$ cat src/rtl/lemon_pkg.sv
// LemonPC shared decode types: op classes, opcodes, immediate formats.
// Imported by decode_logic and decode_stage.
package lemon_pkg;

    localparam int XLEN_DEFAULT = 32;

    typedef enum logic [3:0] {
        OP_ALU_R   = 4'd0,
        OP_ALU_I   = 4'd1,
        OP_LOAD    = 4'd2,
        OP_STORE   = 4'd3,
        OP_BRANCH  = 4'd4,
        OP_JAL     = 4'd5,
        OP_JALR    = 4'd6,
        OP_LUI     = 4'd7,
        OP_AUIPC   = 4'd8,
        OP_SYSTEM  = 4'd9,
        OP_ILLEGAL = 4'd10
    } op_t;

    typedef enum logic [2:0] {
        IMM_NONE,
        IMM_I,
        IMM_S,
        IMM_B,
        IMM_U,
        IMM_J
    } imm_fmt_t;

    localparam logic [6:0] OPC_ALU_R  = 7'b0110011;
    localparam logic [6:0] OPC_ALU_I  = 7'b0010011;
    localparam logic [6:0] OPC_LOAD   = 7'b0000011;
    localparam logic [6:0] OPC_STORE  = 7'b0100011;
    localparam logic [6:0] OPC_BRANCH = 7'b1100011;
    localparam logic [6:0] OPC_JAL    = 7'b1101111;
    localparam logic [6:0] OPC_JALR   = 7'b1100111;
    localparam logic [6:0] OPC_LUI    = 7'b0110111;
    localparam logic [6:0] OPC_AUIPC  = 7'b0010111;
    localparam logic [6:0] OPC_SYSTEM = 7'b1110011;

endpackage

$ cat src/rtl/decode_logic.sv
// LemonPC combinational instruction decoder.
// Pure function of the instruction word; no state.
module decode_logic
    import lemon_pkg::*;
#(
    parameter int XLEN = XLEN_DEFAULT,
    parameter int AW   = 5
) (
    input  logic [31:0]     inst,
    output op_t             op,
    output logic [AW-1:0]   rs1,
    output logic [AW-1:0]   rs2,
    output logic [AW-1:0]   rd,
    output logic            rd_wen,
    output logic            uses_rs1,
    output logic            uses_rs2,
    output logic [XLEN-1:0] imm,
    output logic [2:0]      funct3,
    output logic            funct7b5
);

    imm_fmt_t    fmt;
    logic        wen_class;
    logic [31:0] imm32;

    assign rs1      = inst[15 +: AW];
    assign rs2      = inst[20 +: AW];
    assign rd       = inst[7 +: AW];
    assign funct3   = inst[14:12];
    assign funct7b5 = inst[30];
    assign rd_wen   = wen_class && (rd != '0);

    // Classify opcode and pick immediate format and source usage.
    always_comb begin
        op        = OP_ILLEGAL;
        fmt       = IMM_NONE;
        wen_class = 1'b0;
        uses_rs1  = 1'b0;
        uses_rs2  = 1'b0;
        unique case (inst[6:0])
            OPC_ALU_R: begin
                op = OP_ALU_R; wen_class = 1'b1;
                uses_rs1 = 1'b1; uses_rs2 = 1'b1;
            end
            OPC_ALU_I: begin
                op = OP_ALU_I; fmt = IMM_I;
                wen_class = 1'b1; uses_rs1 = 1'b1;
            end
            OPC_LOAD: begin
                op = OP_LOAD; fmt = IMM_I;
                wen_class = 1'b1; uses_rs1 = 1'b1;
            end
            OPC_STORE: begin
                op = OP_STORE; fmt = IMM_S;
                uses_rs1 = 1'b1; uses_rs2 = 1'b1;
            end
            OPC_BRANCH: begin
                op = OP_BRANCH; fmt = IMM_B;
                uses_rs1 = 1'b1; uses_rs2 = 1'b1;
            end
            OPC_JAL: begin
                op = OP_JAL; fmt = IMM_J; wen_class = 1'b1;
            end
            OPC_JALR: begin
                op = OP_JALR; fmt = IMM_I;
                wen_class = 1'b1; uses_rs1 = 1'b1;
            end
            OPC_LUI: begin
                op = OP_LUI; fmt = IMM_U; wen_class = 1'b1;
            end
            OPC_AUIPC: begin
                op = OP_AUIPC; fmt = IMM_U; wen_class = 1'b1;
            end
            OPC_SYSTEM: begin
                op = OP_SYSTEM;
            end
            default: begin
                op = OP_ILLEGAL;
            end
        endcase
    end

    // Assemble the 32-bit immediate for the selected format.
    always_comb begin
        imm32 = '0;
        unique case (fmt)
            IMM_I: imm32 = {{20{inst[31]}}, inst[31:20]};
            IMM_S: imm32 = {{20{inst[31]}}, inst[31:25], inst[11:7]};
            IMM_B: imm32 = {{19{inst[31]}}, inst[31], inst[7],
                            inst[30:25], inst[11:8], 1'b0};
            IMM_U: imm32 = {inst[31:12], 12'b0};
            IMM_J: imm32 = {{11{inst[31]}}, inst[31], inst[19:12],
                            inst[20], inst[30:21], 1'b0};
            default: imm32 = '0;
        endcase
    end

    assign imm = XLEN'($signed(imm32));

endmodule

$ cat src/rtl/decode_stage.sv
// LemonPC decode stage: handshake, output register, busy scoreboard.
// Optional same-cycle writeback bypass under DECODE_BYPASS_EN.
module decode_stage
    import lemon_pkg::*;
#(
    parameter  int XLEN = 32,
    parameter  int NREG = 32,
    localparam int AW   = $clog2(NREG)
) (
    input  logic            clk,
    input  logic            rst,
    input  logic            in_valid,
    output logic            in_ready,
    input  logic [31:0]     in_inst,
    input  logic [XLEN-1:0] in_pc,
    output logic [AW-1:0]   rf_rs1,
    output logic [AW-1:0]   rf_rs2,
    input  logic [XLEN-1:0] rf_data1,
    input  logic [XLEN-1:0] rf_data2,
    input  logic            wb_wen,
    input  logic [AW-1:0]   wb_rd,
    input  logic [XLEN-1:0] wb_data,
    input  logic            flush,
    output logic            out_valid,
    input  logic            out_ready,
    output logic [XLEN-1:0] out_pc,
    output logic [XLEN-1:0] out_src1,
    output logic [XLEN-1:0] out_src2,
    output logic [XLEN-1:0] out_imm,
    output logic [AW-1:0]   out_rd,
    output logic            out_rd_wen,
    output op_t             out_op,
    output logic [2:0]      out_funct3,
    output logic            out_funct7b5
);

    op_t             d_op;
    logic [AW-1:0]   d_rs1, d_rs2, d_rd;
    logic            d_rd_wen, d_uses_rs1, d_uses_rs2;
    logic [XLEN-1:0] d_imm;
    logic [2:0]      d_funct3;
    logic            d_funct7b5;

    logic [NREG-1:0] busy, busy_next;
    logic            held1, held2, heldd;
    logic            byp1, byp2;
    logic            haz1, haz2, hazd, hazard;
    logic            accept, issue;
    logic [XLEN-1:0] src1, src2;

    decode_logic #(.XLEN(XLEN), .AW(AW)) u_dec (
        .inst     (in_inst),
        .op       (d_op),
        .rs1      (d_rs1),
        .rs2      (d_rs2),
        .rd       (d_rd),
        .rd_wen   (d_rd_wen),
        .uses_rs1 (d_uses_rs1),
        .uses_rs2 (d_uses_rs2),
        .imm      (d_imm),
        .funct3   (d_funct3),
        .funct7b5 (d_funct7b5)
    );

    assign rf_rs1 = d_rs1;
    assign rf_rs2 = d_rs2;

    // The held entry has not set its busy bit yet, so match it directly.
    assign held1 = out_valid && out_rd_wen && (out_rd == d_rs1);
    assign held2 = out_valid && out_rd_wen && (out_rd == d_rs2);
    assign heldd = out_valid && out_rd_wen && (out_rd == d_rd);

`ifdef DECODE_BYPASS_EN
    assign byp1 = wb_wen && (wb_rd == d_rs1) && (d_rs1 != '0);
    assign byp2 = wb_wen && (wb_rd == d_rs2) && (d_rs2 != '0);
    assign src1 = byp1 ? wb_data : rf_data1;
    assign src2 = byp2 ? wb_data : rf_data2;
`else
    logic unused_wb_data;
    assign unused_wb_data = ^wb_data;
    assign byp1 = 1'b0;
    assign byp2 = 1'b0;
    assign src1 = rf_data1;
    assign src2 = rf_data2;
`endif

    // Source and WAW hazards; x0 never stalls.
    always_comb begin
        haz1 = d_uses_rs1 && (d_rs1 != '0) &&
               ((busy[d_rs1] && !byp1) || held1);
        haz2 = d_uses_rs2 && (d_rs2 != '0) &&
               ((busy[d_rs2] && !byp2) || held2);
        hazd = d_rd_wen && (busy[d_rd] || heldd);
        hazard = in_valid && (haz1 || haz2 || hazd);
    end

    assign in_ready = !hazard && (!out_valid || out_ready) && !flush;
    assign accept   = in_valid && in_ready;
    assign issue    = out_valid && out_ready && !flush;

    // Retire clears first so a same-index issue set wins.
    always_comb begin
        busy_next = busy;
        if (wb_wen && (wb_rd != '0))
            busy_next[wb_rd] = 1'b0;
        if (issue && out_rd_wen)
            busy_next[out_rd] = 1'b1;
    end

    // Scoreboard register.
    always_ff @(posedge clk) begin
        if (rst)
            busy <= '0;
        else
            busy <= busy_next;
    end

    // Single-entry output register; data holds until next accept.
    always_ff @(posedge clk) begin
        if (rst) begin
            out_valid    <= 1'b0;
            out_pc       <= '0;
            out_src1     <= '0;
            out_src2     <= '0;
            out_imm      <= '0;
            out_rd       <= '0;
            out_rd_wen   <= 1'b0;
            out_op       <= OP_ALU_R;
            out_funct3   <= '0;
            out_funct7b5 <= 1'b0;
        end else if (flush) begin
            out_valid <= 1'b0;
        end else if (accept) begin
            out_valid    <= 1'b1;
            out_pc       <= in_pc;
            out_src1     <= src1;
            out_src2     <= src2;
            out_imm      <= d_imm;
            out_rd       <= d_rd;
            out_rd_wen   <= d_rd_wen;
            out_op       <= d_op;
            out_funct3   <= d_funct3;
            out_funct7b5 <= d_funct7b5;
        end else if (issue) begin
            out_valid <= 1'b0;
        end
    end

endmodule

$ cat config.mk
export PLATFORM = sky130hd
export DESIGN_NAME = decode_stage
export DESIGN_NICKNAME = d
export VERILOG_FILES = /design/src/rtl/lemon_pkg.sv /design/src/rtl/decode_logic.sv /design/src/rtl/decode_stage.sv
export SDC_FILE = /design/constraint.sdc
export NUM_CORES = 1
export LEC_CHECK = 0
export BUFFER_PORTS_ARGS = -buffer_cell sky130_fd_sc_hd__buf_2
export CAP_MARGIN = 20
export CORE_ASPECT_RATIO = 0.6
export CORE_MARGIN = 8
export CORE_UTILIZATION = 50
export DETAILED_ROUTE_END_ITERATION = 16
export PLACE_DENSITY = 0.91
export SYNTH_ARGS = -nofsm -noshare
export SYNTH_HDL_FRONTEND = slang
export SYNTH_SLANG_ARGS = --single-unit
export TNS_END_PERCENT = 1
$ cat constraint.sdc
create_clock -name clk -period 3.7 [get_ports clk]
set_clock_uncertainty 0.05 [all_clocks]
set_input_delay 0.185 -clock clk [delete_from_list [all_inputs] [get_ports clk]]
set_output_delay 0.185 -clock clk [all_outputs]
set_load 0.005 [all_outputs]
# Word level (Yosys, flattened, before mapping)
# Index checks and enable logic that the tools add are counted.
dict set report totals {
  inputBits 171
  out_inout_bits 154
  regBits 175
}
dict set report op_classes {
  n_eq_ne 18
  mux 20
  n_bitwise 4
  reduce_logical 41
  magnitude_cmp 7
}
# cell count
set op_table {}
lappend op_table {{$pmux W32 S5} 1}
lappend op_table {{$mux W32} 2}
lappend op_table {{$pmux W4 S10} 1}
lappend op_table {{$and A32 B32 Y32} 1}
lappend op_table {{$not A32 Y32} 1}
lappend op_table {{$or A32 B32 Y32} 1}
lappend op_table {{$lt A5 B6 Y1 const B} 5}
lappend op_table {{$eq A7 B7 Y1 const B} 4}
lappend op_table {{$eq A7 B6 Y1 const B} 3}
lappend op_table {{$logic_and A1 B1 Y1} 20}
lappend op_table {{$reduce_bool A5 Y1} 4}
lappend op_table {{$bmux W1 S5} 3}
lappend op_table {{$eq A5 B5 Y1} 3}
lappend op_table {{$pmux W3 S5} 1}
lappend op_table {{$eq A7 B5 Y1 const B} 2}
lappend op_table {{$demux W1 S5} 2}
lappend op_table {{$ge A5 B1 Y1 const B} 2}
lappend op_table {{$mux W1} 10}
lappend op_table {{$eq A7 B2 Y1 const B} 1}
lappend op_table {{$reduce_or A7 Y1} 1}
lappend op_table {{$eq A3 B2 Y1 const B} 2}
lappend op_table {{$eq A3 B3 Y1 const B} 2}
lappend op_table {{$logic_or A1 B1 Y1} 6}
lappend op_table {{$reduce_or A3 Y1} 2}
lappend op_table {{other kinds (7)} 10}

# Depth between registers and ports, before layout
# Gate-level depths: netlist (run 1).
dict set report logic_depth {
  depth_word 13
  mapped_depth 11
}

# Cells and area by module
# From an unflattened synthesis (run 1), not the netlist that was laid out.
dict set report unflattened {
  hier_cells 1043
  area_unflattened_um2 9618.0
}
# module cells_each seq_area_each_um2 area_per_inst_um2 instances
set by_module_without_submodules {}
lappend by_module_without_submodules {decode_stage 920 3503.4 8793.4 1}
lappend by_module_without_submodules {decode_logic 123 0.0 824.5 1}

# Worst setup path before layout (run 1)
# Ideal clock, no wire load.
dict set report synth_path {
  path_type {input port to flip-flop}
  from {input in_inst[7]}
  to {register out_imm[17]}
  setup_ns 0.123
  slack_ns 1.009
  cell_stages 9
  t_arrival_ns 2.517
  required_ns 3.527
  cell_sequence {buf_2 > mux4_2 > mux4_2 > o221ai_2 > o21ai_2 > buf_6 > nor2_8 > buf_6 > mux2_1}
}
dict set report synth_via {
  elab_chain_len 11
  word_cells_on_any_way 15
  classes_between {1 x eq/ne; 2 x mux; 12 x reduce/logical}
}
# item line
set synth_lines {}
lappend synth_lines {{start, declared} decode_stage.sv:14} ;# input logic [31:0] in_inst,
lappend synth_lines {{$bmux W1 S5 / $eq A5 B5 Y1 (equally long branches)} {decode_stage.sv:93, decode_stage.sv:71}}
lappend synth_lines {{$mux W1 (not written as such) / $logic_and A1 B1 Y1 (equally long branches)} {decode_stage.sv:93, decode_stage.sv:71}}
lappend synth_lines {{$logic_or A1 B1 Y1} decode_stage.sv:93} ;# hazd = d_rd_wen && (busy[d_rd] || heldd);
lappend synth_lines {{$logic_and A1 B1 Y1 (*)} decode_stage.sv:93}
lappend synth_lines {{$logic_or A1 B1 Y1 (*)} decode_stage.sv:94} ;# hazard = in_valid && (haz1 || haz2 || hazd);
lappend synth_lines {{$logic_and A1 B1 Y1 (*)} decode_stage.sv:94}
lappend synth_lines {{$logic_not A1 Y1 (*)} decode_stage.sv:97} ;# assign in_ready = !hazard && (!out_valid || out_ready) && !flush;
lappend synth_lines {{$logic_and A1 B1 Y1 (*) (2 in a row)} decode_stage.sv:97}
lappend synth_lines {{$logic_and A1 B1 Y1 (*)} decode_stage.sv:98} ;# assign accept = in_valid && in_ready;
lappend synth_lines {{$reduce_and A2 Y1 (no source line) (*)} --}
lappend synth_lines {{end signal, assigned} decode_stage.sv:138} ;# out_imm <= d_imm;
lappend synth_lines {{end, declared} decode_stage.sv:29} ;# output logic [XLEN-1:0] out_imm,
# Mark *: on every way between the ends. The rest lies on a longest branch, timed or not. The select of a mux whose other input is x is not followed.
# A chain may end at the register's enable or synchronous reset.

# Final worst setup path (run 1)
dict set report layout_path {
  from {register out_rd[4]}
  to {output in_ready}
}
dict set report layout_via {
  elab_chain_len 10
  word_cells_on_any_way 18
  classes_between {3 x eq/ne; 15 x reduce/logical}
}
# item line
set layout_lines {}
lappend layout_lines {{start, declared} decode_stage.sv:30} ;# output logic [AW-1:0] out_rd,
lappend layout_lines {{start signal, assigned} decode_stage.sv:139} ;# out_rd <= d_rd;
lappend layout_lines {{$eq A5 B5 Y1, on equally long branches} {decode_stage.sv:69, decode_stage.sv:70}}
lappend layout_lines {{$logic_and A1 B1 Y1, on equally long branches} {decode_stage.sv:69, decode_stage.sv:70}}
lappend layout_lines {{$logic_or A1 B1 Y1, on equally long branches} {decode_stage.sv:90, decode_stage.sv:92}}
lappend layout_lines {{$logic_and A1 B1 Y1, on equally long branches} {decode_stage.sv:89, decode_stage.sv:91}}
lappend layout_lines {{$logic_or A1 B1 Y1} decode_stage.sv:94}
lappend layout_lines {{$logic_or A1 B1 Y1 (*)} decode_stage.sv:94}
lappend layout_lines {{$logic_and A1 B1 Y1 (*)} decode_stage.sv:94}
lappend layout_lines {{$logic_not A1 Y1 (*)} decode_stage.sv:97}
lappend layout_lines {{$logic_and A1 B1 Y1 (*) (2 in a row)} decode_stage.sv:97}
lappend layout_lines {{end, declared} decode_stage.sv:13} ;# output logic in_ready,
# Mark *: on every way between the ends. The rest lies on a longest branch, timed or not.

==> results.txt, run 1 <==
- Number of enable-type register cells in the synthesized netlist: 0
- Setup violations remaining at the end of the flow were counted as 0.
* PD cells: 374 nW/um^2
* Final hold violations: 0
* Flip-flop and latch count after synthesis: 175
- On the final layout, the worst hold slack is 0.0502 ns.
- Final wirelength: 33600 um
- HP Class: input pin to flip-flop
- Total leakage power: 4.77 nW
- Counting instances, the worst hold path has a depth of 3.
* Outcome: complete, no violations
- Number of input and output port buffers inserted: 292
- Worst-skew pair later-pin latency: 0.42 ns
- For this run, the register share of the synthesized area comes to 41.1%.
- STA classifies the critical path startpoint as a flip-flop.
- Kind of end point of the critical path: primary output
- Slew margin rel.: 35.5%
- For the worst setup path, the data required time is 3.46 ns.
- Max-cap violations in this run came to 0.
* Number of DRC violations after detailed-routing iteration 0: 1284
* Die footprint: 21600 sq um
- Overflow left after global routing: 0
* Root Buffer Master: clkbuf_16
- RD Place Congestion: 1.01
* Crit-path max FO: 65
* Proportion of layout cells with a drive suffix above 1: 28.1%
- After detailed routing, the number of vias per cell comes to 6.07.
* Total via count after detailed routing: 9741
- Subtracting the final worst setup slack from the clock period gives 3.51 ns.
* Die Span X: 185 um
* Setup repair after global routing missed its margin: false
- At the pin with the least slew margin, the transition time is 0.968 ns.
- Total routing usage reported by global routing: 29.9%
- Relative area change from synthesis to final layout: 36.1%
- The first global-routing pass estimated 50900 um of wire.
- The number of clock buffers added by TritonCTS is 17.
* Final worst path period share: 94.8%
* Primary flip-flop cell chosen by synthesis mapping: dfxtp_1
* Row count: 37
- PnR Total Power: 4.34 mW
* Initial standard-cell utilization of the core: 50.4%
- Worst Path Class, Setup: flip-flop to primary output
* Router iterations before antenna repair: 5
- After clock tree synthesis, the clock-pin slew on the worst setup and hold paths is 0.07 ns.
- Final routed wire length divided by cell count: 21.0 um
* Half-perimeter wire length after detailed placement: 21700 um
* Initial antenna violation count: 3
- Final-stage net count: 1524
* Avg Cell Area, Syn: 8.33 sq um
- Timing would allow up to 285 MHz.
* CTS tree: built
- Summed over all failing endpoints, the final setup total negative slack is 0 ns.
- Antenna viol nets, final: 0
- Counting every instance in the synthesized netlist gives 1025.
- Nets in the synthesized netlist: 1196
- H-tree level count: 4
- Area of the mapped netlist: 8530 sq um
- The number of global-route vias before repair was 9396.
- The worst-case IR drop observed on VDD is 0.262 mV.
* Post-route DRC violation count: 0
* CP arrival: 3.27 ns
- Height of the chip: 117 um
- Asr flop ratio synth: 0%
- Most common cell after layout, fill and taps aside: buf_2
- Boundary pin count: 325
- TritonCTS sink count: 175
- For this run, the number of Yosys warnings is 0.
- The region available for standard cell placement spans 16900 sq um.
* Commonest cells after routing, fill and taps aside: buf_2, dfxtp_1, a21oi_1
- Maximum number of pins on one net before global-route repair: 107
- Number of unique standard cell types used by synthesis: 57
* CTS max path bufs: 2
* Worst R2R Path Depth: 8
* Number of pins with negative max-slew slack in the final report: 0
-- flip-flops by register name, indices dropped and copies added, names as in the netlist, 3 cells and up --
signal      flops
busy           32
out_funct3      3
out_imm        32
out_op          4
out_pc         32
out_rd          5
out_src1       32
out_src2       32
-- stage by stage --
step / worst slack [ns] / util [%] / instances / area (sq um)
after floorplan: 1.01 / - / 1025 / 8530
after global placement: 0.544 / 59.0 / 1466 / 10000
after detailed placement: 0.492 / 59.0 / 1466 / 10000
after CTS: 0.107 / 68.4 / 1599 / 11600
after global routing: 0.0530 / 68.5 / 1603 / 11600
final: 0.192 / 68.5 / 1605 / 11600
-- layout make-up --
| class | instances | area [sq um] |
|---|---|---|
| Sequential cell | 175 | 3500 |
| Clock buffer | 20 | 447 |
| Clock inverter | 12 | 130 |
| Antenna cell | 5 | 12.5 |
| Multi-Input combinational cell | 740 | 4540 |
| Inverter | 7 | 26.3 |
| Tap cell | 234 | 293 |
| Fill cell | 1344 | 5330 |
| Timing Repair Buffer | 412 | 2660 |
-- routing by layer --
layer,GRT usage (%),wire (um),up-vias,part of all wire (%)
li1,-,-,4336,-
met1,36.3,12600,4540,37
met2,47.2,15200,748,45
met3,11.3,4650,117,14
met4,13.0,1190,0,3.5
met5,0,0,-,0
-- critical path, cell delays in order, from the launching register on --
cell and delay, ns:
dfxtp_1 0.47, inv_1 0.29, o221ai_1 0.15, nor4_1 0.54, nor4_1 0.13, buf_4 0.18, o21ai_4 0.26, buf_6 0.41
o21ai_0 0.12, and2_1 0.16, buf_2 0.13
-- power by group --
group | leakage (nW) | internal [mW] | switching (mW)
clock | 0.276 | 0.964 | 0.804
combinational | 3.07 | 0.265 | 0.327
sequential | 1.42 | 1.94 | 0.0379
-- Yosys cell counts, types with 2 or more instances --
| cell type | count | area [sq um] |
|---|---|---|
| o21ai_2 | 2 | 17.5 |
| or3_1 | 3 | 18.8 |
| nor4_1 | 3 | 18.8 |
| nand3b_1 | 6 | 45.0 |
| nand3_1 | 115 | 576 |
| a221oi_1 | 2 | 17.5 |
| o221ai_1 | 2 | 17.5 |
| a31oi_1 | 2 | 12.5 |
| buf_2 | 17 | 85.1 |
| nor3_1 | 14 | 70.1 |
| buf_6 | 4 | 45.0 |
| or4_1 | 2 | 15.0 |
| and2_1 | 5 | 31.3 |
| o21ai_0 | 140 | 701 |
| nor2_1 | 17 | 63.8 |
| a22oi_1 | 3 | 22.5 |
| nand2b_1 | 18 | 113 |
| o21a_1 | 2 | 15.0 |
| clkbuf_1 | 69 | 259 |
| buf_4 | 12 | 90.1 |
| a21o_1 | 2 | 15.0 |
| o21ai_1 | 7 | 35.0 |
| inv_1 | 7 | 26.3 |
| o31ai_1 | 5 | 37.5 |
| dfxtp_1 | 175 | 3500 |
| nand2_1 | 85 | 319 |
| and3_1 | 7 | 43.8 |
| or3b_2 | 2 | 17.5 |
| mux2_2 | 8 | 90.1 |
| mux2i_1 | 15 | 150 |
| a311oi_1 | 2 | 17.5 |
| mux2_1 | 14 | 158 |
| mux4_2 | 24 | 541 |
| a21oi_1 | 174 | 871 |
| a31o_2 | 2 | 17.5 |
| xor2_1 | 6 | 52.6 |
| nor2b_1 | 24 | 150 |
| xnor2_1 | 6 | 52.6 |
| nor3b_1 | 3 | 22.5 |
| a211oi_1 | 2 | 15.0 |
-- cells by family after synthesis --
group                  after synthesis  synth area share, %
AO/OA/AOI/OAI                      356                 22.2
XOR/XNOR                            12                 1.23
buffers and inverters              110                 6.10
flip-flops                         175                 41.1
multiplexers                        61                 11.0
AND/OR/NAND/NOR                    311                 18.4
-- timing repair --
item | 4_1_cts | 5_1_grt
setup buffers | 0 | 0
endpoints found under the hold margin | 101 | 0
gates resized for setup | 0 | 1
hold buffers | 101 | 0
setup endpoints to repair | 0 | 1
-- path summary, 6_finish.rpt --
kind / end / slack (ns) / from
hold / removal: out_funct3[1]$_SDFFE_PP0P_ / 0.05 / in_inst[13]
hold reg to reg: out_imm[8]$_SDFFE_PP0P_ / 0.42 / out_imm[8]$_SDFFE_PP0P_
setup / recovery: in_ready / 0.19 / out_rd[4]$_SDFFE_PP0P_
setup reg to reg: out_src2[1]$_SDFFE_PP0P_ / 0.33 / out_rd[2]$_SDFFE_PP0P_
No activity file was read; power rests on OpenSTA's default activity.
==> run 2, diff against run 1 <==
- PLACE_DENSITY: 0.91 -> 0.89
- SYNTH_HIERARCHICAL: not set -> 1
==> run 2 against run 1 <==
Effect of this change: cell count up 1.4%; global-route usage down 3.5 points; sequential power about the same; clock power up 8%; maximum frequency up 3.8%; worst setup slack better by 0.13 ns; critical endpoint is now out_valid$_SDFFE_PP0P_; highest routed layer is now met5.
==> results.txt, run 2 <==
* Largest delay share family, worst path: buffers and inverters
- Root Buffer Master: clkbuf_16
- Primary flip-flop cell chosen by synthesis mapping: dfxtp_1
* Number of instances resized during post-cts repair: 0
- The top cell type by area accounts for 36.4% of the synthesized area.
- Mapped Cells: 1043
* Fmax: 296 MHz
* Most instantiated library cell after synthesis: nand2b_1
* Initial standard-cell utilization of the core: 50.8%
- Maximum number of pins on one net before global-route repair: 155
- The setup path with the least slack is of type flip-flop to flip-flop.
* Commonest cells after routing, fill and taps aside: buf_2, nand2b_1, dfxtp_1
* Routed vias/inst: 5.58
- Relative area change from synthesis to final layout: 30.6%
- Final-report setup violation count: 0
* Number of input and output port buffers inserted: 292
- STA classifies the critical path startpoint as a flip-flop.
- Number of buffer and inverter stages on the critical path: 2
* Placement Setup Slack: 0.763 ns
- Crit-path max FO: 35
- Overflow left after global routing: 0
- The smallest clock period supported by the final layout is computed as 3.38 ns.
* Asr flop ratio synth: 0%
* Least-Margin Pin Slew: 0.940 ns
* Total leakage power: 6.05 nW
* Design internal power: 3.39 mW
* Cell chain of the critical path: xnor2_1, nand4_1, or3_1, a21boi_0, o21ai_1, nand4_1, buf_4, a211oi_1, dlygate4sd3_1
* Most common cell after layout, fill and taps aside: buf_2
* Sum of negative setup slack: 0 ns
* Cts bufs inserted: 17
- Total via count after detailed routing: 9084
- Before antenna repair, the detailed router went through 5 iterations.
* Uppermost layer routed: met5
* Warnings, synthesis: 6
* Boundary pin count: 325
* Number of unique standard cell types used by synthesis: 56
- After layout, the worst setup slack is 0.321 ns.
* Initial antenna violation count: 3
- Summed over all nets, the switching power comes to 1.21 mW.
- PD cells: 366 nW/um^2
- Combinational cell fraction of total power: 14.9%
* Flop pwr share: 43.4%
* Die Span X: 195 um
* Placed insts: 1492
- Worst-skew pair later-pin latency: 0.45 ns
* Top cells by area, synth: dfxtp_1, nand2b_1, mux2i_1
* Number of fill cells in the layout: 1434
- Core region area: 18900 sq um
- The largest total area in the synthesized netlist belongs to dfxtp_1.
- The tool flagged a number of max-cap violations equal to 0.
- Across every metal layer, demand over resource in global routing totals 26.4%.
* Avg Cell Area, Syn: 9.22 sq um
- Met2 Wirelength: 14700 um
- Register area share after synthesis: 36.4%
* Number of DRC violations after detailed-routing iteration 0: 860
- CTS max path bufs: 2
- Counting every sink on the clock net gives 175.
- Height of the chip: 123 um
* Area of the mapped netlist: 9620 sq um
- RD Place Congestion: 0.925
- By instance count, the cell type seen most on the critical path is nand4_1.
- Counting instances in the post-synthesis netlist gives the leading cell types as nand2b_1, dfxtp_1, mux2i_1.
- The initialized floorplan defines 39 standard-cell rows.
- TritonCTS built the clock tree.
* Global-route wire length before repair: 50300 um
- CP arrival: 3.66 ns
* Outcome: complete, no violations
- STA classifies the critical path endpoint as a flip-flop.
- In this design, the stage delay of the slowest critical-path cell is 0.76 ns.
- In the final routing, the length of wire on met1 measures 13100 um.
* Die footprint: 24100 sq um
- Detail Route met3 WL: 3990 um
- Final-stage net count: 1537
- Antenna viol nets, final: 0
- Slew margin rel.: 36.8%
* CTS clock-pin slew for the worst setup and hold paths: 0.07 ns
* Nets in the synthesized netlist: 1214
- STA puts the critical path data required time at 3.98 ns.
- Number of enable-type register cells in the synthesized netlist: 0
- Switching Fraction: 26.3%
* Proportion of layout cells with a drive suffix above 1: 26.9%
- The number of max-slew violations in the final report came to 0.
- Flip-flop and latch count after synthesis: 175
- HP Class: input pin to flip-flop
- Half-perimeter wire length after detailed placement: 20600 um
- The clock tree synthesis step divided the H-tree into 4 levels.
- The number of global-route vias before repair is 8995.
- For this run, design rule violations remaining after detail routing come to 0.
- Of the total power, the clock network draws 41.7%.
- VDD IR-drop max: 0.322 mV
- Dividing the final minimum period by the clock period gives 91.3%.
- Final wirelength: 33000 um
- Setup repair after global routing left no endpoint under its margin.
* Final routed wire length divided by cell count: 20.3 um
- The final hold violation count is 0.
* Number of standard cells in the final layout excluding fillers: 1627
- The slowest stage of the critical path belongs to the cell dfxtp_1.
==> run 2: per-stage QoR <==
step                      area, sq um  hold WS, ns  utilization, %  power, mW
after global routing            12600       0.0415            66.3       4.76
after CTS                       12500      0.00493            66.2       4.59
after global placement          10900        0.354            57.7       2.59
after detailed placement        10900        0.367            57.7       2.61
after floorplan                  9620        0.213               -       2.40
final                           12600       0.0507            66.4       4.60
==> run 2: worst paths after layout <==
check / from / endpoint / slack (ns) / depth (start not counted)
max: out_rd[2]$_SDFFE_PP0P_ / out_valid$_SDFFE_PP0P_ / 0.32 / 9
min: in_inst[11] / out_rd[4]$_SDFFE_PP0P_ / 0.05 / 3
max reg2reg: out_rd[2]$_SDFFE_PP0P_ / out_valid$_SDFFE_PP0P_ / 0.32 / 9
min reg2reg: out_src2[23]$_SDFFE_PP0P_ / out_src2[23]$_SDFFE_PP0P_ / 0.42 / 2
==> run 2: power by group through the flow <==
| stage | clock, mW | combinational [mW] | sequential, mW |
|---|---|---|---|
| 5_1_grt | 2.03 | 0.734 | 2.00 |
| 3_3_place_gp | 0 | 0.562 | 2.03 |
| 6_report | 1.92 | 0.688 | 2.00 |
| 2_1_floorplan | 0 | 0.368 | 2.03 |
| 3_5_place_dp | 0 | 0.576 | 2.03 |
| 4_1_cts | 1.94 | 0.661 | 1.99 |
==> run 2: cells by family (layout without fill, tap and decap cells) <==
logic type | after synthesis | in the layout | synth area share, %
compound gates | 138 | 138 | 8.83
xor+xnor | 15 | 15 | 1.37
buf+inv | 101 | 437 | 5.89
flops | 175 | 175 | 36.4
mux | 177 | 177 | 20.2
other cells | 0 | 2 | 0
simple gates | 437 | 437 | 27.3
==> run 2: cell type report <==
type / instances / area, sq um / area share (%)
multi-input cells: 767 / 5550 / 44.2
flip-flops and latches: 175 / 3500 / 27.9
repair buffers: 401 / 2560 / 20.4
clock buffers: 18 / 439 / 3.50
well taps: 246 / 308 / 2.45
clock inverters: 14 / 181 / 1.44
inverters: 4 / 15.0 / 0.119
diodes: 2 / 5.00 / 0.0398
==> run 2: what timing repair did <==
item	in CTS	in global routing
setup buffers	0	0
hold buffers	99	1
hold endpoints to repair	98	1
==> run 2: layer usage <==
metal | track usage (%) | vias up
met1 | 32.7 | 4250
met4 | 11.3 | 4
li1 | - | 4188
met5 | 0 | -
met3 | 10.6 | 91
met2 | 40.6 | 551
==> run 2: worst min-delay path, stage by stage <==
cell	delay [ns]
buf_2	0.16
nand2b_1	0.08
mux2i_1	0.06
